===== config.mk =====
export PLATFORM = sky130hd
export DESIGN_NAME = multicycle_control_flat
export DESIGN_NICKNAME = d
export VERILOG_FILES = /design/src/rtl/mips_pkg.sv /design/src/rtl/multicycle_control_if.sv /design/src/rtl/alu_decoder.sv /design/src/rtl/multicycle_control.sv /design/src/flat_wrapper.sv
export SDC_FILE = /design/constraint.sdc
export NUM_CORES = 1
export LEC_CHECK = 0
export CAP_MARGIN = 20
export CORE_MARGIN = 10
export CORE_UTILIZATION = 38
export CTS_BUF_LIST = sky130_fd_sc_hd__clkbuf_8
export CTS_CLUSTER_DIAMETER = 30
export DETAILED_ROUTE_END_ITERATION = 6
export PLACE_DENSITY = 0.82
export SETUP_SLACK_MARGIN = 0.5
export SLEW_MARGIN = 20
export SYNTH_ARGS = -nofsm -noshare
export SYNTH_HDL_FRONTEND = slang
export SYNTH_SLANG_ARGS = --single-unit

===== constraint.sdc =====
create_clock -name clk -period 3.91 [get_ports clk]
set_input_delay 0.782 -clock clk [delete_from_list [all_inputs] [get_ports clk]]
set_output_delay 0.782 -clock clk [all_outputs]
set_load 0.1 [all_outputs]

===== src/rtl/mips_pkg.sv =====
// Shared definitions for the multicycle MIPS controller: FSM state
// encoding, opcode/funct values, ALU operation codes and ALUOp encoding.
package mips_pkg;

    // Controller states. Four encodings (12..15) are unused and recover to FETCH.
    typedef enum logic [3:0] {
        S_FETCH    = 4'd0,
        S_DECODE   = 4'd1,
        S_MEMADR   = 4'd2,
        S_MEMRD    = 4'd3,
        S_MEMWB    = 4'd4,
        S_MEMWR    = 4'd5,
        S_EXECUTE  = 4'd6,
        S_ALUWB    = 4'd7,
        S_BRANCH   = 4'd8,
        S_ADDIEXEC = 4'd9,
        S_ADDIWB   = 4'd10,
        S_JUMP     = 4'd11
    } state_e;

    // Opcodes (instruction[31:26])
    localparam logic [5:0] OP_RTYPE = 6'b000000;
    localparam logic [5:0] OP_J     = 6'b000010;
    localparam logic [5:0] OP_BEQ   = 6'b000100;
    localparam logic [5:0] OP_ADDI  = 6'b001000;
    localparam logic [5:0] OP_LW    = 6'b100011;
    localparam logic [5:0] OP_SW    = 6'b101011;

    // R-type function codes (instruction[5:0])
    localparam logic [5:0] FUNCT_ADD  = 6'b100000;
    localparam logic [5:0] FUNCT_SUB  = 6'b100010;
    localparam logic [5:0] FUNCT_AND  = 6'b100100;
    localparam logic [5:0] FUNCT_OR   = 6'b100101;
    localparam logic [5:0] FUNCT_SLT  = 6'b101010;
    localparam logic [5:0] FUNCT_SRAV = 6'b000111;

    // ALU operation codes seen by the datapath ALU
    localparam logic [2:0] ALUCTL_AND  = 3'b000;
    localparam logic [2:0] ALUCTL_OR   = 3'b001;
    localparam logic [2:0] ALUCTL_ADD  = 3'b010;
    localparam logic [2:0] ALUCTL_SRAV = 3'b101;
    localparam logic [2:0] ALUCTL_SUB  = 3'b110;
    localparam logic [2:0] ALUCTL_SLT  = 3'b111;

    // Coarse ALU request from the FSM to the ALU decoder
    typedef enum logic [1:0] {
        ALUOP_ADD   = 2'b00,
        ALUOP_SUB   = 2'b01,
        ALUOP_FUNCT = 2'b10,
        ALUOP_RSVD  = 2'b11
    } aluop_e;

    // Map an R-type funct field to its ALU operation; unknown functs add.
    function automatic logic [2:0] funct_to_aluctl(input logic [5:0] funct);
        logic [2:0] ctl;
        case (funct)
            FUNCT_ADD:  ctl = ALUCTL_ADD;
            FUNCT_SUB:  ctl = ALUCTL_SUB;
            FUNCT_AND:  ctl = ALUCTL_AND;
            FUNCT_OR:   ctl = ALUCTL_OR;
            FUNCT_SLT:  ctl = ALUCTL_SLT;
            FUNCT_SRAV: ctl = ALUCTL_SRAV;
            default:    ctl = ALUCTL_ADD;
        endcase
        return ctl;
    endfunction

endpackage


===== src/rtl/multicycle_control_if.sv =====
// Controller <-> datapath bundle. The master side is the controller: it
// reads the instruction fields and ALU zero flag and drives every strobe.
interface multicycle_control_if;
    logic [5:0] Op;
    logic [5:0] Funct;
    logic       Zero;
    logic [2:0] AluControl;
    logic       ALUSrcA;
    logic [1:0] ALUSrcB;
    logic [1:0] PCSrc;
    logic       IorD;
    logic       IRWrite;
    logic       MemWrite;
    logic       RegWrite;
    logic       RegDst;
    logic       MemtoReg;
    logic       PCEn;

    modport master (
        input  Op, Funct, Zero,
        output AluControl, ALUSrcA, ALUSrcB, PCSrc, IorD, IRWrite,
               MemWrite, RegWrite, RegDst, MemtoReg, PCEn
    );

    modport slave (
        output Op, Funct, Zero,
        input  AluControl, ALUSrcA, ALUSrcB, PCSrc, IorD, IRWrite,
               MemWrite, RegWrite, RegDst, MemtoReg, PCEn
    );
endinterface


===== src/rtl/alu_decoder.sv =====
// ALU decoder: turns the FSM's coarse ALUOp request plus the R-type funct
// field into the 3-bit operation code for the datapath ALU.
module alu_decoder
    import mips_pkg::*;
(
    input  aluop_e     alu_op_i,
    input  logic [5:0] funct_i,
    output logic [2:0] alu_control_o
);

    // Select add/sub directly, or defer to the funct field for R-type.
    always_comb begin
        alu_control_o = ALUCTL_ADD;
        case (alu_op_i)
            ALUOP_ADD:   alu_control_o = ALUCTL_ADD;
            ALUOP_SUB:   alu_control_o = ALUCTL_SUB;
            ALUOP_FUNCT: alu_control_o = funct_to_aluctl(funct_i);
            default:     alu_control_o = ALUCTL_ADD;
        endcase
    end

endmodule


===== src/rtl/multicycle_control.sv =====
// Main controller for the 32-bit multicycle MIPS datapath. A Moore FSM
// sequences each instruction; outputs depend only on the state, except
// PCEn (also Zero) and AluControl (also Funct). While reset is high the
// write strobes are held low and the selects show their FETCH values.
module multicycle_control
    import mips_pkg::*;
(
    input  logic                 clk,
    input  logic                 reset,
    multicycle_control_if.master ctrl
);

    state_e     state_q;
    state_e     state_d;

    logic       ir_write_s;
    logic       pc_write_s;
    logic       branch_s;
    logic       mem_write_s;
    logic       reg_write_s;
    logic       iord_s;
    logic       reg_dst_s;
    logic       mem_to_reg_s;
    logic       alu_src_a_s;
    logic [1:0] alu_src_b_s;
    logic [1:0] pc_src_s;
    aluop_e     alu_op_s;
    logic [2:0] alu_control_s;

    // State register; reset forces FETCH without waiting for a clock edge.
    always_ff @(posedge clk or posedge reset) begin
        if (reset) begin
            state_q <= S_FETCH;
        end else begin
            state_q <= state_d;
        end
    end

    // Next-state logic; unused encodings fall back to FETCH.
    always_comb begin
        state_d = S_FETCH;
        case (state_q)
            S_FETCH: state_d = S_DECODE;
            S_DECODE: begin
                case (ctrl.Op)
                    OP_LW:    state_d = S_MEMADR;
                    OP_SW:    state_d = S_MEMADR;
                    OP_RTYPE: state_d = S_EXECUTE;
                    OP_BEQ:   state_d = S_BRANCH;
                    OP_ADDI:  state_d = S_ADDIEXEC;
                    OP_J:     state_d = S_JUMP;
                    default:  state_d = S_FETCH;
                endcase
            end
            S_MEMADR: begin
                if (ctrl.Op == OP_LW) begin
                    state_d = S_MEMRD;
                end else begin
                    state_d = S_MEMWR;
                end
            end
            S_MEMRD:    state_d = S_MEMWB;
            S_MEMWB:    state_d = S_FETCH;
            S_MEMWR:    state_d = S_FETCH;
            S_EXECUTE:  state_d = S_ALUWB;
            S_ALUWB:    state_d = S_FETCH;
            S_BRANCH:   state_d = S_FETCH;
            S_ADDIEXEC: state_d = S_ADDIWB;
            S_ADDIWB:   state_d = S_FETCH;
            S_JUMP:     state_d = S_FETCH;
            default:    state_d = S_FETCH;
        endcase
    end

    // Per-state strobe and select decode; anything not named stays 0 / add.
    always_comb begin
        ir_write_s   = 1'b0;
        pc_write_s   = 1'b0;
        branch_s     = 1'b0;
        mem_write_s  = 1'b0;
        reg_write_s  = 1'b0;
        iord_s       = 1'b0;
        reg_dst_s    = 1'b0;
        mem_to_reg_s = 1'b0;
        alu_src_a_s  = 1'b0;
        alu_src_b_s  = 2'b00;
        pc_src_s     = 2'b00;
        alu_op_s     = ALUOP_ADD;
        case (state_q)
            S_FETCH: begin
                alu_src_b_s = 2'b01;
                ir_write_s  = 1'b1;
                pc_write_s  = 1'b1;
            end
            S_DECODE: begin
                alu_src_b_s = 2'b11;
            end
            S_MEMADR, S_ADDIEXEC: begin
                alu_src_a_s = 1'b1;
                alu_src_b_s = 2'b10;
            end
            S_MEMRD: begin
                iord_s = 1'b1;
            end
            S_MEMWB: begin
                mem_to_reg_s = 1'b1;
                reg_write_s  = 1'b1;
            end
            S_MEMWR: begin
                iord_s      = 1'b1;
                mem_write_s = 1'b1;
            end
            S_EXECUTE: begin
                alu_src_a_s = 1'b1;
                alu_op_s    = ALUOP_FUNCT;
            end
            S_ALUWB: begin
                reg_dst_s   = 1'b1;
                reg_write_s = 1'b1;
            end
            S_BRANCH: begin
                alu_src_a_s = 1'b1;
                alu_op_s    = ALUOP_SUB;
                pc_src_s    = 2'b01;
                branch_s    = 1'b1;
            end
            S_ADDIWB: begin
                reg_write_s = 1'b1;
            end
            S_JUMP: begin
                pc_src_s   = 2'b10;
                pc_write_s = 1'b1;
            end
            default: begin
                alu_op_s = ALUOP_ADD;
            end
        endcase
    end

    alu_decoder u_alu_decoder (
        .alu_op_i      (alu_op_s),
        .funct_i       (ctrl.Funct),
        .alu_control_o (alu_control_s)
    );

    // Selects pass straight through; write strobes are blocked during reset
    // so an abandoned instruction cannot disturb architectural state.
    assign ctrl.AluControl = alu_control_s;
    assign ctrl.ALUSrcA    = alu_src_a_s;
    assign ctrl.ALUSrcB    = alu_src_b_s;
    assign ctrl.PCSrc      = pc_src_s;
    assign ctrl.IorD       = iord_s;
    assign ctrl.RegDst     = reg_dst_s;
    assign ctrl.MemtoReg   = mem_to_reg_s;
    assign ctrl.IRWrite    = ir_write_s  & ~reset;
    assign ctrl.MemWrite   = mem_write_s & ~reset;
    assign ctrl.RegWrite   = reg_write_s & ~reset;
    assign ctrl.PCEn       = (pc_write_s | (branch_s & ctrl.Zero)) & ~reset;

endmodule


===== src/flat_wrapper.sv =====
// flat-port wrapper written by rule: the top's interface ports become plain ports
module multicycle_control_flat import mips_pkg::*;
  (clk, reset, ctrl_Op, ctrl_Funct, ctrl_Zero, ctrl_AluControl, ctrl_ALUSrcA, ctrl_ALUSrcB, ctrl_PCSrc, ctrl_IorD, ctrl_IRWrite, ctrl_MemWrite, ctrl_RegWrite, ctrl_RegDst, ctrl_MemtoReg, ctrl_PCEn);
  multicycle_control_if ctrl_i ();
  input  logic clk;
  input  logic reset;
  input wire logic [$bits(ctrl_i.Op)-1:0] ctrl_Op;
  input wire logic [$bits(ctrl_i.Funct)-1:0] ctrl_Funct;
  input wire logic [$bits(ctrl_i.Zero)-1:0] ctrl_Zero;
  output wire logic [$bits(ctrl_i.AluControl)-1:0] ctrl_AluControl;
  output wire logic [$bits(ctrl_i.ALUSrcA)-1:0] ctrl_ALUSrcA;
  output wire logic [$bits(ctrl_i.ALUSrcB)-1:0] ctrl_ALUSrcB;
  output wire logic [$bits(ctrl_i.PCSrc)-1:0] ctrl_PCSrc;
  output wire logic [$bits(ctrl_i.IorD)-1:0] ctrl_IorD;
  output wire logic [$bits(ctrl_i.IRWrite)-1:0] ctrl_IRWrite;
  output wire logic [$bits(ctrl_i.MemWrite)-1:0] ctrl_MemWrite;
  output wire logic [$bits(ctrl_i.RegWrite)-1:0] ctrl_RegWrite;
  output wire logic [$bits(ctrl_i.RegDst)-1:0] ctrl_RegDst;
  output wire logic [$bits(ctrl_i.MemtoReg)-1:0] ctrl_MemtoReg;
  output wire logic [$bits(ctrl_i.PCEn)-1:0] ctrl_PCEn;
  assign ctrl_i.Op = ctrl_Op;
  assign ctrl_i.Funct = ctrl_Funct;
  assign ctrl_i.Zero = ctrl_Zero;
  assign ctrl_AluControl = ctrl_i.AluControl;
  assign ctrl_ALUSrcA = ctrl_i.ALUSrcA;
  assign ctrl_ALUSrcB = ctrl_i.ALUSrcB;
  assign ctrl_PCSrc = ctrl_i.PCSrc;
  assign ctrl_IorD = ctrl_i.IorD;
  assign ctrl_IRWrite = ctrl_i.IRWrite;
  assign ctrl_MemWrite = ctrl_i.MemWrite;
  assign ctrl_RegWrite = ctrl_i.RegWrite;
  assign ctrl_RegDst = ctrl_i.RegDst;
  assign ctrl_MemtoReg = ctrl_i.MemtoReg;
  assign ctrl_PCEn = ctrl_i.PCEn;
  multicycle_control u_core (.clk(clk), .reset(reset), .ctrl(ctrl_i));
endmodule

==> qor.csv <==
stage;metric;value;unit
hold_path;hold_depth;2;
timing;min_period;3150;ps
layout;drive_gt1_share;27.5;%
global_routing;grt_pass1_wl;3.03;mm
timing;period_share;80.7;%
clocking;cts.sinks;4;
detailed_routing;vias;705;
synthesis;yosys-top-cells-count;9 x inv_1, 6 x a21oi_1, 6 x nor2_1;
synthesis;synth.area.mux_share;0;%
timing;clock_skew;3.88;ps
synthesis;yosysMostFrequentCell;inv_1;
power_and_ir_drop;ir_worst_vdd;463;uV
power_and_ir_drop;leakage;0.000387;uW
synthesis;synth_compound_area_share;22.1;%
global_routing;grt_use_met1;11.4;%
timing;report.final.hold_viol_count;0;
placed_design;gp_congestion;0.828;
synthesis;synth_fa_ha_area_share;6.25;%
setup_path;crit_top_cell;inv_1;
clocking;cts_tree;built;
timing;worst_pin_slew;565;ps
placed_design;post-dp-hpwl;1.51;mm
setup_path;rr_worst_depth;2;
clocking;cts_resized;0;
detailed_routing;first_pass_iters;4;
timing;rsz0062_at_grt;false;
setup_path;cp_cell_sequence;inv_1 > or3_1 > inv_1 > ha_1 > o2111ai_1 > a21oi_4 > buf_12;
synthesis;synth_edf_count;0;
floorplanning;num_rows;14;
setup_path;cp_max_fo;12;
clocking;clk_pin_slew;30;ps
clocking;h-tree-depth;1;
layout;area_growth;61.3;%
layout;regMostFlops;u_core.state_q;
timing;max_freq;317;MHz
placed_design;port-buffer-count;29;
synthesis;syn_inst;81;
setup_path;worst-path-buf-inv;3;
setup_path;worst_ep_required_time;3130;ps
synthesis;synth_top_area_share;16.7;%
synthesis;synth_xor_area_share;4.38;%
detailed_routing;drt_iter0_drc;5;
synthesis;async_reset_ff_share;100;%
synthesis;yosysWarnings;0;
detailed_routing;post_drt_wl_per_cell;15.2;um
synthesis;synth_area_leaders;dfrtp_1 17%, ha_1 6.3%, inv_1 5.6%;
floorplanning;die_area;3570;sq um
detailed_routing;drt_wl_total;1.89;mm
synthesis;yosysUniqueCellTypes;36;
global_routing;grtUsageMet2;17.4;%
synthesis;yosysTopAreaCell;dfrtp_1;
timing;relSlewSlack;62.4;%
floorplanning;die_h;59.8;um
detailed_routing;drc;0;
global_routing;track_usage;10.2;%
global_routing;grt_pass1_vias;704;
detailed_routing;antenna_left;0;
synthesis;synth_fp_nets;99;
global_routing;antenna_found_initial;0;
global_routing;grt_use_met3;3.39;%
clocking;post_cts_buffers;0;
global_routing;grt_max_degree;18;
clocking;clk_path_buf_depth;2;
setup_path;cp-end-kind;primary output;
layout;nFillCells;130;
detailed_routing;via_per_inst;5.64;
clocking;clk_latency;210;ps
timing;setup_viol;0;
layout;biggestRegsByFlops;u_core.state_q x4;
hold_path;hold_class;register to register;
clocking;cts_buffers;3;
flow_run;cap_violations;0;
setup_path;cp.depth;7;
floorplanning;die_w;59.8;um
setup_path;cpPeakStageDelay;640;ps
global_routing;grt_busiest_layer;met2;
timing;layout_setup_ws;755;ps
timing;finalMaxSlewViolations;0;
power_and_ir_drop;powerDensity;534;nW/um^2
layout;n_antenna_cell;0;
synthesis;yosys.area_share.simple;39.8;%
layout;layout.nets;129;
outcome;status;finished clean;
clocking;cts_root_buf;clkbuf_8;
layout;largest_reg_flops;4;
timing;setup_tns;0;ps
setup_path;worstSetupStartpointType;register;
setup_path;crit_family;flip-flops;
floorplanning;initial_utilization;39.9;%
synthesis;synth_top_family_by_area;simple AND/OR/NAND/NOR gates;
floorplanning;core_area;1510;sq um
global_routing;grt_overflow;0;
setup_path;arrival;2370;ps
clocking;cts_hold_buf;0;
setup_path;cp_slowest_cell;dfrtp_1;
synthesis;avgSynthCellArea;7.41;sq um
floorplanning;ioPinCount;30;
placed_design;dp_slack;917;ps
synthesis;synthFlopType;dfrtp_1;
setup_path;path_class;register to primary output;
synthesis;ys_seq_area_share;16.7;%
synthesis;synth-seq-cells;4;
synthesis;netlist_area;601;sq um
==> layer usage <==
layer,wire length (um),vias to the layer above
li1,-,357
met1,874,314
met2,857,32
met3,156,2
met4,6,0
met5,0,-
==> placed cells by master, fill, tap and decap left out, types with 2 or more instances in the layout <==
master           instances
nand2_1                  4
buf_4                   15
nor2_1                   6
inv_1                    8
nor3_2                   2
nand3_1                  3
nand2b_1                 3
xor2_1                   3
or3b_1                   2
a21oi_4                  2
dfrtp_1                  4
and3_1                   2
nor3b_1                  3
a311oi_1                 2
ha_1                     3
clkdlybuf4s50_1         14
a21oi_1                  4
o21a_1                   2
clkbuf_8                 3
nor3_1                   2
==> tightest hold or removal path: cells and delay by family (launching register included) <==
kind / cells / cell delay [ps]
buffers and inverters: 1 / 220
flip-flops: 1 / 310
AO/OA/AOI/OAI: 1 / 60
==> cell type report <==
type	count	area, sq um	share of cell area (%)
Clock buffer	3	41.3	4.26
Inverter	9	33.8	3.49
Multi-Input combinational cell	63	500	51.7
Timing Repair Buffer	30	273	28.2
Tap cell	16	20.0	2.07
Sequential cell	4	100	10.3
==> logic make-up (layout without fill, tap and decap cells) <==
logic type               count (synthesis)  count (layout)
AND/OR/NAND/NOR                         38              38
XOR/XNOR                                 3               3
flip-flops                               4               4
AO/OA/AOI/OAI                           19              19
adder cells (fa/ha/maj)                  3               3
buffers and inverters                   14              42
==> final timing paths <==
| kind | from | slack, ps | to |
|---|---|---|---|
| hold / removal | u_core.state_q[2] | 650 | u_core.state_q[3] |
| setup / recovery | u_core.state_q[1] | 760 | ctrl_AluControl[2] |
| min in group asynchronous | reset | 930 | u_core.state_q[2] |
| hold reg to reg | u_core.state_q[2] | 650 | u_core.state_q[3] |
| setup reg to reg | u_core.state_q[0] | 2560 | u_core.state_q[3] |
| max in group asynchronous | reset | 2810 | u_core.state_q[0] |
==> report_power, final <==
part | switching, uW | internal (uW) | leakage (uW)
Clock | 19.7 | 65.5 | 0.0000216
Sequential | 35.9 | 50.2 | 0.0000532
Combinational | 253 | 92.7 | 0.000312
==> metrics by stage <==
step	hold slack, ps	total power, uW	util, %	std cells	instance area (sq um)
floorplan	556	361	-	81	668
global placement	640	428	61.5	122	927
detailed placement	642	432	61.5	122	927
CTS	652	519	64.3	125	968
global route	690	538	64.3	125	968
finish	651	517	64.3	125	968
No activity file was read; power rests on OpenSTA's default activity.
